File: config.mk
export PLATFORM = sky130hd
export DESIGN_NAME = freq_gate_counter
export DESIGN_NICKNAME = d
export VERILOG_FILES = /design/src/rtl/freq_gate_counter.sv
export SDC_FILE = /design/constraint.sdc
export NUM_CORES = 1
export LEC_CHECK = 0
export CAP_MARGIN = 20
export CORE_ASPECT_RATIO = 0.75
export CORE_MARGIN = 5
export CORE_UTILIZATION = 60
export DETAILED_ROUTE_END_ITERATION = 6
export PLACE_DENSITY = 0.83
export SYNTH_ARGS = -nofsm -noshare
export SYNTH_HDL_FRONTEND = slang
export SYNTH_SLANG_ARGS = --single-unit
File: constraint.sdc
create_clock -name iClk -period 4.6 [get_ports iClk]
set_input_delay 0.92 -clock iClk [delete_from_list [all_inputs] [get_ports iClk]]
set_output_delay 0.92 -clock iClk [all_outputs]
set_load 0.02 [all_outputs]
File: src/rtl/freq_gate_counter.sv
// Gate-window frequency counter: counts rising edges of a debounced level over
// GATE_CYCLES clocks and publishes the count with a one-cycle valid strobe.
module freq_gate_counter #(
   parameter int unsigned GATE_CYCLES = 50000000,
   parameter int unsigned GATE_W      = 26,
   parameter int unsigned CNT_W       = 32
) (
   input  logic             iClk,
   input  logic             iReset_n,
   input  logic             iEnable,
   input  logic             iSignal,
   output logic [CNT_W-1:0] oCount,
   output logic             oValid,
   output logic             oOverflow,
   output logic             oBusy
);

   typedef enum logic {StIdle, StGate} state_e;

   localparam logic [GATE_W-1:0] LastTick = GATE_W'(GATE_CYCLES - 1);

   state_e            state_q, state_d;
   logic [GATE_W-1:0] timer_q, timer_d;
   logic [CNT_W-1:0]  edges_q, edges_d;
   logic [CNT_W-1:0]  count_q, count_d;
   logic              sat_q, sat_d;
   logic              ovf_q, ovf_d;
   logic              valid_q, valid_d;
   logic              prev_q;

   logic              rise;
   logic              final_cycle;
   logic              edges_clamp;
   logic [CNT_W-1:0]  edges_inc;

   assign rise        = iSignal & ~prev_q;
   assign final_cycle = (timer_q == LastTick);
   assign edges_clamp = rise && (edges_q == {CNT_W{1'b1}});
   assign edges_inc   = edges_clamp ? edges_q : edges_q + {{(CNT_W-1){1'b0}}, rise};

   // State register
   always_ff @(posedge iClk or negedge iReset_n) begin
      if (!iReset_n) begin
         state_q <= StIdle;
      end else begin
         state_q <= state_d;
      end
   end

   // Next-state logic: dropping enable ends the window, whether or not it completes
   always_comb begin
      state_d = state_q;
      unique case (state_q)
         StIdle:  if (iEnable)  state_d = StGate;
         StGate:  if (!iEnable) state_d = StIdle;
         default: state_d = StIdle;
      endcase
   end

   // Output logic
   always_comb begin
      oBusy = (state_q == StGate);
   end

   // Window datapath: the final cycle's rise is folded into the published count
   always_comb begin
      timer_d = '0;
      edges_d = '0;
      sat_d   = 1'b0;
      count_d = count_q;
      ovf_d   = ovf_q;
      valid_d = 1'b0;
      if (state_q == StGate) begin
         if (final_cycle) begin
            count_d = edges_inc;
            ovf_d   = sat_q | edges_clamp;
            valid_d = 1'b1;
         end else if (iEnable) begin
            timer_d = timer_q + GATE_W'(1);
            edges_d = edges_inc;
            sat_d   = sat_q | edges_clamp;
         end
      end
   end

   always_ff @(posedge iClk or negedge iReset_n) begin
      if (!iReset_n) begin
         timer_q <= '0;
         edges_q <= '0;
         sat_q   <= 1'b0;
         count_q <= '0;
         ovf_q   <= 1'b0;
         valid_q <= 1'b0;
         prev_q  <= 1'b1;
      end else begin
         timer_q <= timer_d;
         edges_q <= edges_d;
         sat_q   <= sat_d;
         count_q <= count_d;
         ovf_q   <= ovf_d;
         valid_q <= valid_d;
         prev_q  <= iSignal;
      end
   end

   assign oCount    = count_q;
   assign oValid    = valid_q;
   assign oOverflow = ovf_q;

endmodule

==> metrics, run 1 <==
status=completed; clock tree sinks=95; standard-cell rows=26; reg2reg end=oCount[11]$_DFFE_PN0P_; max_cap viols=0; worst hold path class=reg -> reg; # DRC=0; total negative slack=0 ns; Area Overhead vs Synth=15.77%; CTS Buf Count=9; Seq/Total Area, Yosys=56.34%; placed cell count=542; Core ar.=6832 sq um; Tot GR Track Use=21.80%; Post-synth EDFFs=0; Crit path max-delay family=simple AND/OR/NAND/NOR gates; vias in the first global route=3208; Critical path buffers and inverters=1; RSZ-0062 raised after global routing=false; Reg2Reg Depth=8; largest net degree at the start of global routing=68; Hold Startpoint=oCount[7]$_DFFE_PN0P_; Hold EP=oCount[7]$_DFFE_PN0P_; WHS Path Cells=2; Antenna Cells=0; CTS clk-pin slew, worst paths=0.08 ns; Die Wd=106.9 um; area share of the largest cell type after synthesis=55.72%; Leak=2.072 nW; Pre-antenna DRT Iters=5; final period utilization=60.02%; initial drt markers=167; crit path max fanout=4; endpoint class of the critical path=register; multi-input logic area=1768 sq um; Power Density=296.3 nW/um^2; Max-slew headroom=45.94%; worst vdd ir=0.1837 mV; fin nets=477; htree depth=3; Setup WS pre-CTS=1.476 ns; r2r setup slk=2.19 ns; Synth area leader=dfrtp_1; clock skew=0.008968 ns; smallest hold slack=0.4838 ns; root buf cell=clkbuf_8; top cells by area, synth=dfrtp_1 56%, nor2_1 7.3%, xnor2_1 6.2%; final hold violation count=0; initial antenna violation count=0; Peak Freq=0.3622 GHz; port buffer count=38; Initial Utilization=61.79%; Post-CTS Resized=0; HPWL Detailed=5998 um; WL/cell=15.95 um; die area=8831 sq um; CTS tree=yes; Synth Cell Area=4222 sq um; FF-to-FF Start=timer_q[0]$_DFF_PN0_; vias post-DR=3266; CP Class=in -> reg; setup ws final=1.839 ns; ys flop type=dfrtp_1; fill count=502; post-route ant nets=0; flops & latches, synth=95; WL final=8883 um; worst skew pair latency=0.36 ns; final cell count without fillers=557; layout cells sized above 1=5.285%; crit-path cells=clkdlybuf4s50_1 -> nor2b_1 -> ha_1 -> nand4_1 -> or3b_1 -> nor3_1 -> xnor2_1 -> nor2_1; Sequential Area=2379 sq um; Final Core Density=71.54%; buffer count from post-CTS setup fixing=0; slowest stage delay, CP=0.52 ns; Synth warnings=0; Worst Max-Slew Pin Slew=0.8108 ns; grt ovf=0; WP data required=4.83 ns; first-pass GRT wire length=15040 um; synthesized net count=439; # setup viols final=0; Distinct cells, synth=38; Worst EP arrival=2.99 ns; # hold bufs at CTS=0; Critical Path Slowest Stage Cell=clkdlybuf4s50_1; crit path time final=2.761 ns; Synth async-reset ratio=100.0%; Setup crit start kind=input pin; Final Max Tran Viols=0; Cells after Synth=432; post-DR vias/cell=5.864; Die H=82.64 um; buffer depth of the longest clock path=2; Avg Inst Size Synth=9.772 sq um; RD Place Congestion=0.8720; IO Pins=39
-- cells by family after synthesis --
logic type,share of synthesized area [%]
and+or+nand+nor,24.27
DFF,56.34
xor gates and xnor gates,10.37
AOI/OAI and AO/OA,6.283
buffers and inverters,1.837
adders and majority gates,0.8892
-- worst max path at each step --
| stage | start | to | slack [ns] | depth (start not counted) |
|---|---|---|---|---|
| final | iSignal | edges_q[31]$_DFF_PN0_ | 1.84 | 8 |
| after global routing | iSignal | edges_q[31]$_DFF_PN0_ | 1.74 | 8 |
| after CTS | timer_q[0]$_DFF_PN0_ | oCount[11]$_DFFE_PN0P_ | 1.75 | 6 |
| after detailed placement | iSignal | oCount[31]$_DFFE_PN0P_ | 1.48 | 8 |
| after global placement | iSignal | oCount[31]$_DFFE_PN0P_ | 1.60 | 8 |
| after floorplan | iSignal | oCount[31]$_DFFE_PN0P_ | 2.27 | 7 |
-- per-layer routing --
metal  GRT usage [%]  wire length (um)  share of wire (%)
met5               0                 0                  0
met2           33.92              4134                 47
met4           8.557               108                1.2
met3           5.905               567                6.4
met1           29.57              4072                 46
-- final cells by class --
| cell class | count | share of cell area (%) |
|---|---|---|
| Clock buffer | 10 | 2.611 |
| Inverter | 4 | 0.3072 |
| Clock inverter | 4 | 1.485 |
| Tap cell | 84 | 2.151 |
| Sequential cell | 95 | 48.67 |
| Multi-Input combinational cell | 318 | 36.18 |
| Timing Repair Buffer | 42 | 8.602 |
-- stage by stage --
step,power (W),instance area (sq um)
floorplan,0.0008659,4222
global placement,0.0008897,4667
detailed placement,0.0008909,4667
CTS,0.001462,4867
global route,0.001497,4887
finish,0.001448,4887
-- cell usage in the layout (no fill, tap or decap), types with 3 or more instances in the layout --
cell	netlist	final
nor2_1	82	82
nand4_1	19	19
nor4_1	4	4
and4_1	6	6
buf_4	0	4
xnor2_1	30	30
and3_1	6	6
clkbuf_8	0	9
inv_1	4	4
o21ai_0	27	27
xor2_1	20	20
dfrtp_1	94	94
nand3_1	25	25
or3_1	3	3
nand2_1	54	53
o21ai_1	9	9
nor3_1	5	5
ha_1	3	3
a21oi_1	7	7
clkdlybuf4s50_1	0	37
-- tightest hold or removal path, delay by kind of cell (launching register included) --
kind | cells | cell delay (ns)
and+or+nand+nor | 1 | 0.04
AOI/OAI and AO/OA | 1 | 0.06
DFF | 1 | 0.35
-- where the power goes --
part	internal [W]	switching, W	leakage [nW]
Combinational	0.00000655	0.0000275	0.825
Clock	0.000300	0.000276	0.0982
Sequential	0.000837	0.00000209	1.15
Total	0.00114	0.000305	2.07
-- state kept, by name, summed over array words and instances (netlist names) --
register   flops
oValid         1
oBusy          1
prev_q         1
edges_q       32
sat_q          1
timer_q       26
oOverflow      1
oCount        32
-- synth_stat cells, types with 2 or more instances --
| library cell | n |
|---|---|
| clkbuf_1 | 10 |
| a21oi_1 | 7 |
| and3_1 | 6 |
| xnor2_1 | 30 |
| or3_1 | 3 |
| o21ai_0 | 27 |
| and4_1 | 6 |
| nor3_1 | 5 |
| dfrtp_1 | 94 |
| nor4_1 | 4 |
| nor2_1 | 82 |
| buf_2 | 4 |
| ha_1 | 3 |
| nor2b_1 | 2 |
| nand4_1 | 19 |
| o21ai_1 | 9 |
| inv_1 | 4 |
| xor2_1 | 20 |
| nand2_1 | 54 |
| nand3_1 | 25 |
(Power assumes the default switching activity.)
==> run 2: changes to the inputs <==
- CORE_UTILIZATION: 60 -> 57
- PLACE_DENSITY: 0.83 -> 0.79
- clock period: 4.6 -> 2.85 ns (I/O delays scaled with it)
==> metrics, run 2 (same netlist as run 1, synthesis figures left out) <==
Seq pwr share=61.2% (was 57.9%); post-route cell area=4888 sq um (was 4887 sq um); total negative slack=0 ns (unchanged); grt ovf=0 (unchanged); WL/cell=14.49 um (was 15.95 um); Peak Freq=0.4145 GHz; Post-CTS Resized=0 (unchanged); dpl cell area=4716 sq um (was 4667 sq um); Antenna Cells=0 (unchanged); Gate power share=2.6% (was 2.3%); switching share of power=23.84% (was 21.07%); crit-path cells=clkdlybuf4s50_1 -> nor2b_1 -> ha_1 -> nand4_1 -> or3b_1 -> nor3_1 -> xnor2_1 -> o21ai_1 (was clkdlybuf4s50_1 -> nor2b_1 -> ha_1 -> nand4_1 -> or3b_1 -> nor3_1 -> xnor2_1 -> nor2_1); RSZ-0062 raised after global routing=false (unchanged); clock skew=0.01365 ns (was 0.008968 ns); standard-cell rows=27 (was 26); vias in the first global route=3087 (was 3208); Core ar.=7263 sq um (was 6832 sq um); crit path time final=2.413 ns; commonest non-fill, non-tap cell in the layout=dfrtp_1 (unchanged); WL final=8358 um (was 8883 um); largest net degree at the start of global routing=68 (unchanged); WP data required=3.08 ns (was 4.83 ns); status=completed (unchanged); HPWL Detailed=5773 um (was 5998 um); final period utilization=84.65%; initial antenna violation count=0 (unchanged); Reg2Reg Depth=8 (unchanged); Tot GR Track Use=19.71% (was 21.80%); Setup crit start kind=input pin (unchanged); Worst EP arrival=2.64 ns (was 2.99 ns); P_sw=0.0005275 W (was 0.0003051 W); Pre-antenna DRT Iters=4 (was 5); IO Pins=39 (unchanged); final total power=0.002213 W (was 0.001448 W); Area Overhead vs Synth=15.80% (was 15.77%); endpoint class of the critical path=register (unchanged); crit path max fanout=4 (unchanged); CP Class=in -> reg (unchanged); Worst setup endpoint=oCount[31]$_DFFE_PN0P_ (was edges_q[31]$_DFF_PN0_); vias post-DR=3160 (was 3266); Initial Utilization=58.12% (was 61.79%); worst hold path class=in -> async (was reg -> reg); # hold bufs at CTS=0 (unchanged); fraction of power consumed by the clock network=36.3% (was 39.7%); CTS Buf Count=9 (unchanged); placed cell count=561 (was 542); layout cells sized above 1=5.882% (was 5.285%); worst skew pair latency=0.36 ns (about the same); root buf cell=clkbuf_8 (unchanged); CTS tree=yes (unchanged); Final Max Tran Viols=0 (unchanged); initial drt markers=142 (was 167); CP Depth=8 (unchanged); final cell count without fillers=577 (was 557); max_cap viols=0 (unchanged); Critical path buffers and inverters=1 (unchanged); fin nets=478 (was 477); clock tree sinks=95 (unchanged); Die Wd=109.4 um (was 106.9 um); # DRC=0 (unchanged); buffer depth of the longest clock path=2 (unchanged); post-route ant nets=0 (unchanged); port buffer count=38 (unchanged); Internal Power=0.001685 W (was 0.001143 W); post-DR vias/cell=5.477 (was 5.864); die area=9245 sq um (was 8831 sq um); Die H=84.53 um (was 82.64 um); Worst Max-Slew Pin Slew=0.5826 ns (was 0.8108 ns); FF-to-FF Start=timer_q[0]$_DFF_PN0_ (unchanged); Leak=2.056 nW (was 2.072 nW); beginning of the critical path=iSignal (unchanged); CTS clk-pin slew, worst paths=0.09 ns (was 0.08 ns); reg2reg end=oCount[0]$_DFFE_PN0P_ (was oCount[11]$_DFFE_PN0P_); smallest hold slack=0.1879 ns (was 0.4838 ns); r2r setup slk=0.55 ns (was 2.19 ns); first-pass GRT wire length=14660 um (was 15040 um); Power Density=452.6 nW/um^2 (was 296.3 nW/um^2); htree depth=3 (unchanged); # setup viols final=0 (unchanged); Critical Path Slowest Stage Cell=clkdlybuf4s50_1 (unchanged); slowest stage delay, CP=0.52 ns (about the same); Max-slew headroom=61.16% (was 45.94%); worst vdd ir=0.4254 mV (was 0.1837 mV); most frequent cells in the layout=94 x dfrtp_1, 82 x nor2_1, 53 x nand2_1 (unchanged); RD Place Congestion=0.8867 (was 0.8720); buffer count from post-CTS setup fixing=0 (unchanged); final hold violation count=0 (unchanged); Crit path max-delay family=simple AND/OR/NAND/NOR gates (unchanged)
run 2: cell count changes in the layout (fill, tap and decap cells not counted):
cell	previous run	this run
bufinv_16	2	0
clkinvlp_4	1	3
inv_6	0	2
buf_4	4	5
run 2: power groups by stage:
stage,clock (W),combinational (W),sequential [W]
after detailed placement,0,0.0000590,0.00138
after global placement,0,0.0000578,0.00138
after floorplan,0,0.0000166,0.00138
final,0.000802,0.0000565,0.00135
after CTS,0.000823,0.0000592,0.00135
after global routing,0.000878,0.0000663,0.00135
run 2: how the worst min path moves through the flow:
stage / slack [ns] / cells after the start / end
2_1_floorplan: 0.27 / 0 / edges_q[0]$_DFF_PN0_
3_3_place_gp: 0.46 / 2 / oCount[6]$_DFFE_PN0P_
3_5_place_dp: 0.47 / 2 / oCount[13]$_DFFE_PN0P_
4_1_cts: 0.21 / 1 / timer_q[15]$_DFF_PN0_
5_1_grt: 0.23 / 1 / timer_q[15]$_DFF_PN0_
6_report: 0.19 / 1 / timer_q[15]$_DFF_PN0_
run 2: cell type report:
type	instances	area (sq um)
tap	101	126.4
fill	568	2375
inverter	4	15.01
timing repair buffer	43	427.9
sequential	95	2379
clock buffer	10	127.6
multi-input combinational	318	1768
clock inverter	6	45.04
run 2: per-layer routing:
layer	vias to the layer above	GRT usage, %	share of wire (%)
met1	1540	28.17	49
met4	0	5.889	1.5
met2	61	30.08	45
li1	1547	-	-
met3	12	4.612	4.4
met5	-	0	0
run 2: through the flow:
step / utilization [%] / setup slack (ns)
2_1_floorplan: - / 0.8426
3_3_place_gp: 64.93 / 0.2318
3_5_place_dp: 64.93 / 0.08581
4_1_cts: 67.30 / 0.4924
5_1_grt: 67.30 / 0.2651
6_report: 67.30 / 0.4374
